`src/rtl/radix4_divider.sv`:
```
`default_nettype none
// ============================================================================
//  Module      : radix4_divider
//  Description : Iterative radix-4 integer divider (RISC-V DIV/DIVU/REM/REMU)
//                with valid/ready handshakes, early-out on short dividends.
//                Optional last-result cache: define RADIX4_DIVIDER_CACHE_EN.
//  Revision    : 1.0 - initial release
// ============================================================================
module radix4_divider #(
    parameter int WIDTH = 32
) (
    input  logic             clk,
    input  logic             rst,
    input  logic             in_valid,
    output logic             in_ready,
    input  logic [WIDTH-1:0] dividend,
    input  logic [WIDTH-1:0] divisor,
    input  logic             is_signed,
    output logic             out_valid,
    input  logic             out_ready,
    output logic [WIDTH-1:0] quotient,
    output logic [WIDTH-1:0] remainder
);

    localparam int              c_CW   = $clog2(WIDTH);
    localparam int              c_NW   = c_CW + 1;
    localparam logic [c_NW-1:0] c_HALF = c_NW'(WIDTH / 2);
    localparam logic [WIDTH-1:0] c_MIN = {1'b1, {(WIDTH-1){1'b0}}};

    localparam logic [1:0] c_IDLE   = 2'd0;
    localparam logic [1:0] c_PREP   = 2'd1;
    localparam logic [1:0] c_DIVIDE = 2'd2;
    localparam logic [1:0] c_DONE   = 2'd3;

    logic [1:0]       r_state, w_next;
    logic [WIDTH-1:0] r_dvd, r_dvs;
    logic             r_signed, r_sign_q, r_sign_r;
    logic [WIDTH-1:0] r_rem, r_shift, r_quo;
    logic [WIDTH+1:0] r_d1, r_d2, r_d3;
    logic [c_NW-1:0]  r_cnt;
    logic [WIDTH-1:0] r_quotient, r_remainder;

    logic [WIDTH-1:0] w_abs_dvd, w_abs_dvs;
    logic [c_CW-1:0]  w_msb;
    logic [c_NW-1:0]  w_n;
    logic [c_NW:0]    w_shamt;
    logic             w_div0, w_ovf, w_zero, w_special, w_hit;
    logic [WIDTH+1:0] w_trial;
    logic [1:0]       w_digit;
    logic [WIDTH-1:0] w_rem_next, w_q_next;
    logic             w_last, w_load;
    logic [WIDTH-1:0] w_res_q, w_res_r;

    assign quotient  = r_quotient;
    assign remainder = r_remainder;

    // ---------------- FSM: state register ----------------
    always_ff @(posedge clk) begin
        if (rst) r_state <= c_IDLE;
        else     r_state <= w_next;
    end

    // ---------------- FSM: next state ----------------
    always_comb begin
        w_next = r_state;
        case (r_state)
            c_IDLE:   if (in_valid)              w_next = c_PREP;
            c_PREP:   w_next = (w_special || w_hit) ? c_DONE : c_DIVIDE;
            c_DIVIDE: if (w_last)                w_next = c_DONE;
            c_DONE:   if (out_ready)             w_next = c_IDLE;
            default:  w_next = c_IDLE;
        endcase
    end

    // ---------------- FSM: outputs ----------------
    always_comb begin
        in_ready  = (r_state == c_IDLE) && !rst;
        out_valid = (r_state == c_DONE);
    end

    // Operand magnitudes and the trimmed iteration count
    always_comb begin
        w_abs_dvd = (r_signed && r_dvd[WIDTH-1]) ? -r_dvd : r_dvd;
        w_abs_dvs = (r_signed && r_dvs[WIDTH-1]) ? -r_dvs : r_dvs;
        w_msb = '0;
        for (int i = 0; i < WIDTH; i++) begin
            if (w_abs_dvd[i]) w_msb = c_CW'(i);
        end
        w_n     = ({1'b0, w_msb} + c_NW'(2)) >> 1;
        w_shamt = {c_HALF - w_n, 1'b0};
    end

    assign w_div0    = (r_dvs == '0);
    assign w_ovf     = r_signed && (r_dvd == c_MIN) && (r_dvs == '1);
    assign w_zero    = (w_abs_dvd == '0);
    assign w_special = w_div0 || w_ovf || w_zero;

    // One radix-4 step: pick the largest multiple that fits
    always_comb begin
        w_trial = {r_rem, r_shift[WIDTH-1:WIDTH-2]};
        if (w_trial >= r_d3) begin
            w_digit    = 2'd3;
            w_rem_next = w_trial[WIDTH-1:0] - r_d3[WIDTH-1:0];
        end else if (w_trial >= r_d2) begin
            w_digit    = 2'd2;
            w_rem_next = w_trial[WIDTH-1:0] - r_d2[WIDTH-1:0];
        end else if (w_trial >= r_d1) begin
            w_digit    = 2'd1;
            w_rem_next = w_trial[WIDTH-1:0] - r_d1[WIDTH-1:0];
        end else begin
            w_digit    = 2'd0;
            w_rem_next = w_trial[WIDTH-1:0];
        end
        w_q_next = (r_quo << 2) | {{(WIDTH-2){1'b0}}, w_digit};
    end

    assign w_last = (r_state == c_DIVIDE) && (r_cnt == c_NW'(1));

`ifdef RADIX4_DIVIDER_CACHE_EN
    logic             r_c_valid, r_c_sgn;
    logic [WIDTH-1:0] r_c_dvd, r_c_dvs, r_c_quo, r_c_rem;

    assign w_hit = r_c_valid && (r_c_dvd == r_dvd) && (r_c_dvs == r_dvs)
                   && (r_c_sgn == r_signed);

    always_ff @(posedge clk) begin
        if (rst) begin
            r_c_valid <= 1'b0;
            r_c_sgn   <= 1'b0;
            r_c_dvd   <= '0;
            r_c_dvs   <= '0;
            r_c_quo   <= '0;
            r_c_rem   <= '0;
        end else if (w_load && !w_hit) begin
            r_c_valid <= 1'b1;
            r_c_sgn   <= r_signed;
            r_c_dvd   <= r_dvd;
            r_c_dvs   <= r_dvs;
            r_c_quo   <= w_res_q;
            r_c_rem   <= w_res_r;
        end
    end
`else
    assign w_hit = 1'b0;
`endif

    // Final result selection, including the sign fix-up
    always_comb begin
        w_load  = 1'b0;
        w_res_q = w_q_next;
        w_res_r = w_rem_next;
        if (r_state == c_PREP) begin
            w_load = w_special || w_hit;
            if (w_hit) begin
`ifdef RADIX4_DIVIDER_CACHE_EN
                w_res_q = r_c_quo;
                w_res_r = r_c_rem;
`endif
            end else if (w_div0) begin
                w_res_q = '1;
                w_res_r = r_dvd;
            end else if (w_ovf) begin
                w_res_q = c_MIN;
                w_res_r = '0;
            end else begin
                w_res_q = '0;
                w_res_r = '0;
            end
        end else if (w_last) begin
            w_load  = 1'b1;
            w_res_q = r_sign_q ? -w_q_next : w_q_next;
            w_res_r = r_sign_r ? -w_rem_next : w_rem_next;
        end
    end

    // ---------------- Datapath ----------------
    always_ff @(posedge clk) begin
        if (rst) begin
            r_dvd       <= '0;
            r_dvs       <= '0;
            r_signed    <= 1'b0;
            r_sign_q    <= 1'b0;
            r_sign_r    <= 1'b0;
            r_rem       <= '0;
            r_shift     <= '0;
            r_quo       <= '0;
            r_d1        <= '0;
            r_d2        <= '0;
            r_d3        <= '0;
            r_cnt       <= '0;
            r_quotient  <= '0;
            r_remainder <= '0;
        end else begin
            if (r_state == c_IDLE && in_valid) begin
                r_dvd    <= dividend;
                r_dvs    <= divisor;
                r_signed <= is_signed;
            end
            if (r_state == c_PREP) begin
                r_sign_q <= r_signed & (r_dvd[WIDTH-1] ^ r_dvs[WIDTH-1]);
                r_sign_r <= r_signed & r_dvd[WIDTH-1];
                r_rem    <= '0;
                r_quo    <= '0;
                r_shift  <= w_abs_dvd << w_shamt;
                r_d1     <= {2'b00, w_abs_dvs};
                r_d2     <= {1'b0, w_abs_dvs, 1'b0};
                r_d3     <= {2'b00, w_abs_dvs} + {1'b0, w_abs_dvs, 1'b0};
                r_cnt    <= w_n;
            end
            if (r_state == c_DIVIDE) begin
                r_rem   <= w_rem_next;
                r_quo   <= w_q_next;
                r_shift <= r_shift << 2;
                r_cnt   <= r_cnt - c_NW'(1);
            end
            if (w_load) begin
                r_quotient  <= w_res_q;
                r_remainder <= w_res_r;
            end
        end
    end

endmodule
`default_nettype wire
```
`config.mk`:
```
export PLATFORM = sky130hd
export DESIGN_NAME = radix4_divider
export DESIGN_NICKNAME = d
export VERILOG_FILES = /design/src/rtl/radix4_divider.sv
export SDC_FILE = /design/constraint.sdc
export NUM_CORES = 1
export LEC_CHECK = 0
export CORE_UTILIZATION = 41
export DETAILED_ROUTE_END_ITERATION = 8
export DONT_BUFFER_PORTS = 1
export PLACE_DENSITY = 0.64
export RECOVER_POWER = 50
export SLEW_MARGIN = 20
export SYNTH_ARGS = -nofsm -noshare
export SYNTH_HDL_FRONTEND = slang
export SYNTH_SLANG_ARGS = --single-unit
```
`constraint.sdc`:
```
create_clock -name clk -period 8.5 [get_ports clk]
set_input_delay 1.7 -clock clk [delete_from_list [all_inputs] [get_ports clk]]
set_output_delay 1.7 -clock clk [all_outputs]
set_load 0.005 [all_outputs]
```
==> results.sh <==
export IMPL_synth_edff_count=0
export IMPL_core_area_sq_um=59000
export IMPL_wl_um=83300
export IMPL_crit_required_ps=8950
export IMPL_cpPeakStageDelay_ps=2010
export IMPL_start_util=0.415
export IMPL_regToRegSetupSlack_ps=1350
export IMPL_hold_depth=2
export IMPL_wire_per_inst_um=21.4
export IMPL_worstPathMaxFanout=76
export IMPL_failed_checks="DRC, capacitance limit, slew limit"
export IMPL_period_minus_slack_ps=7150
export IMPL_max_cap_viol_count=5
export IMPL_critPathSlowestCell="clkbuf_1"
export IMPL_setup_viol=0
export IMPL_cts_tree="built"
export IMPL_hold_end="r_d3[17]"
export IMPL_ys_flop_type="dfxtp_1"
export IMPL_critPathArrivalTime_ps=7590
export IMPL_portBuffers=0
export IMPL_overflow=0
export IMPL_final_cells=3885
export IMPL_hold_violations=0
export IMPL_tightest_slew_ps=3190
export IMPL_yosysWarnings=0
export IMPL_cts_buffers=37
export IMPL_die_h_um=246
export IMPL_cts_resized=0
export IMPL_ys_ff_latch=298
export IMPL_period_share=0.841
export IMPL_cts_root_buf="clkbuf_16"
export IMPL_skew_ps=18.3
export IMPL_cp_top_family="buffers and inverters"
export IMPL_die_area_sq_um=60700
export IMPL_synthTopCellsByCount="380 x nor2_1, 339 x nand2_1, 310 x a21oi_1"
export IMPL_rsz0062_at_grt="no"
export IMPL_drive_above_1_share=0.0572
export IMPL_grt_pass1_vias=21600
export IMPL_syn_area_per_cell_sq_um=7.55
export IMPL_synthTopCellsByArea="dfxtp_1 24%, ha_1 7.3%, a21oi_1 6.3%"
export IMPL_grt_total_usage=0.266
export IMPL_drtIter0Drc=2370
export IMPL_vias=23900
export IMPL_path_buf_inv=5
export IMPL_drc_errors=2
export IMPL_final_nets=3302
export IMPL_clock_path_buffers=3
export IMPL_area_growth_pct=6.25
export IMPL_max_slew_margin=-1.13
export IMPL_mappedNetlistArea_sq_um=24500
export IMPL_synth_top_area_frac=0.244
export IMPL_setup_ws_ps=1350
export IMPL_die_x_um=246
export IMPL_r2r_start="r_state[1]"
export IMPL_yosys_area_top_type="dfxtp_1"
export IMPL_cp_end_kind="flop"
export IMPL_clk_latency_ps=570
export IMPL_ys_async_sr_fraction=0
export IMPL_cts_htree_levels=2
export IMPL_timing_fmax_mhz=140
export IMPL_grt_pass1_wl_um=127000
export IMPL_ioPinCount=135
export IMPL_dp_cells=3820
export IMPL_preCtsSetupSlack_ps=1870
export IMPL_antenna_cells=0
export IMPL_dpl_hpwl_um=62000
export IMPL_cts_reportedPaths_clkPinSlew_ps=60
export IMPL_finalMaxSlewViolations=306
export IMPL_drtAntennaViolNets=0
export IMPL_yosys_cell_count_top_type="nor2_1"
export IMPL_placed_cell_area_sq_um=24800
export IMPL_yosysSeqAreaShare=0.244
export IMPL_grt_max_degree=305
export IMPL_clock_sinks=298
export IMPL_ff2ff_path_depth=14
export IMPL_syn_inst=3240
export IMPL_tns_ps=0
export IMPL_cp_start_kind="flop"
export IMPL_outcome="finished, violations left"
export IMPL_stdcell_area_sq_um=26000
export IMPL_synth_cell_types=112
export IMPL_cp_cell_sequence="inv_1 > ha_1 > clkbuf_1 > inv_1 > nor3_1 > and3_1 > buf_4 > a21oi_1 > o41ai_4 > or2_4 > buf_4 > o221ai_1 > o21ai_0 > nor2_1"
export IMPL_num_rows=89
export IMPL_holdBufCountCts=0
export IMPL_regToRegEndpoint="remainder[0]"
export IMPL_min_from="r_d3[17]"
export IMPL_hold_path_class="reg2reg"
export IMPL_dr_pass1_iters=9
export IMPL_gp_congestion=0.959
export IMPL_synth_nets=3456
export IMPL_worst_setup_path_type="reg2reg"
export IMPL_cts_setup_buffers=0
export IMPL_viasPerCell=6.15
export IMPL_antenna_found_initial=0
export IMPL_nFillCells=6051
sequential cells by signal (all words and copies together), names as in the netlist, 6 cells and up:
signal and flops:
r_d3 34, quotient 32, r_dvd 32, r_dvs 32
r_rem 32, r_shift 32, remainder 32, r_d2 31
r_quo 30, r_cnt 6
worst reg2reg max path, cell delays in order, from the launching register on:
cell      delay, ps
dfxtp_1         330
inv_1           120
ha_1            380
clkbuf_1       2010
inv_1          1060
nor3_1          480
and3_1          200
buf_4           360
a21oi_1         290
o41ai_4         210
or2_4           420
buf_4           610
o221ai_1        320
o21ai_0         180
nor2_1           50
how the worst max path moves through the flow:
stage	to	cells past startpoint	startpoint	slack, ps
2_1_floorplan	r_shift[19]	24	r_dvd[0]	3260
3_3_place_gp	r_shift[18]	20	r_dvd[2]	1990
3_5_place_dp	r_shift[18]	20	r_dvd[2]	1870
4_1_cts	r_shift[17]	20	r_dvd[2]	1810
5_1_grt	remainder[0]	14	r_state[1]	900
6_report	remainder[0]	14	r_state[1]	1350
routing by layer:
layer | part of all wire | vias to the layer above | track usage
li1 | - | 11500 | -
met3 | 0.096 | 181 | 0.0660
met4 | 0.046 | 0 | 0.118
met1 | 0.43 | 11200 | 0.355
met5 | 0 | - | 0
met2 | 0.43 | 1013 | 0.403
cell usage in the layout, fill, tap and decap left out, drive strengths merged, types with 84 or more instances in the layout:
master / netlist / layout
nand2: 340 / 340
xnor2: 125 / 125
a21oi: 311 / 311
mux2i: 85 / 85
o21ai: 154 / 154
inv: 132 / 137
ha: 143 / 143
xor2: 84 / 84
dfxtp: 298 / 298
nor2: 380 / 380
through the flow:
step | util | hold WS, ps
3_3_place_gp | 0.420 | 453
4_1_cts | 0.441 | 465
6_report | 0.440 | 469
2_1_floorplan | - | 441
3_5_place_dp | 0.420 | 456
5_1_grt | 0.440 | 485
area by class of cell:
cell class                 instances  area (sq um)  share of cell area
clock buffer                      44           962              0.0370
clock inverter                    21           259             0.00996
inverter                         133           499              0.0192
multi-input combinational       2589         17200               0.660
sequential                       298          5970               0.230
tap                              773           967              0.0372
timing repair buffer              27           188             0.00722
cells by family after synthesis:
group / Yosys count / synth area share
adders and majority gates: 147 / 0.0764
xor gates and xnor gates: 209 / 0.0751
AOI/OAI and AO/OA: 988 / 0.270
buffers and inverters: 353 / 0.0566
and+or+nand+nor: 1126 / 0.216
DFF: 298 / 0.244
muxes: 119 / 0.0621
Power is left out: the tool's default activity adds up to more than one toggle a clock period on the data nets, which glitch-free logic cannot reach.
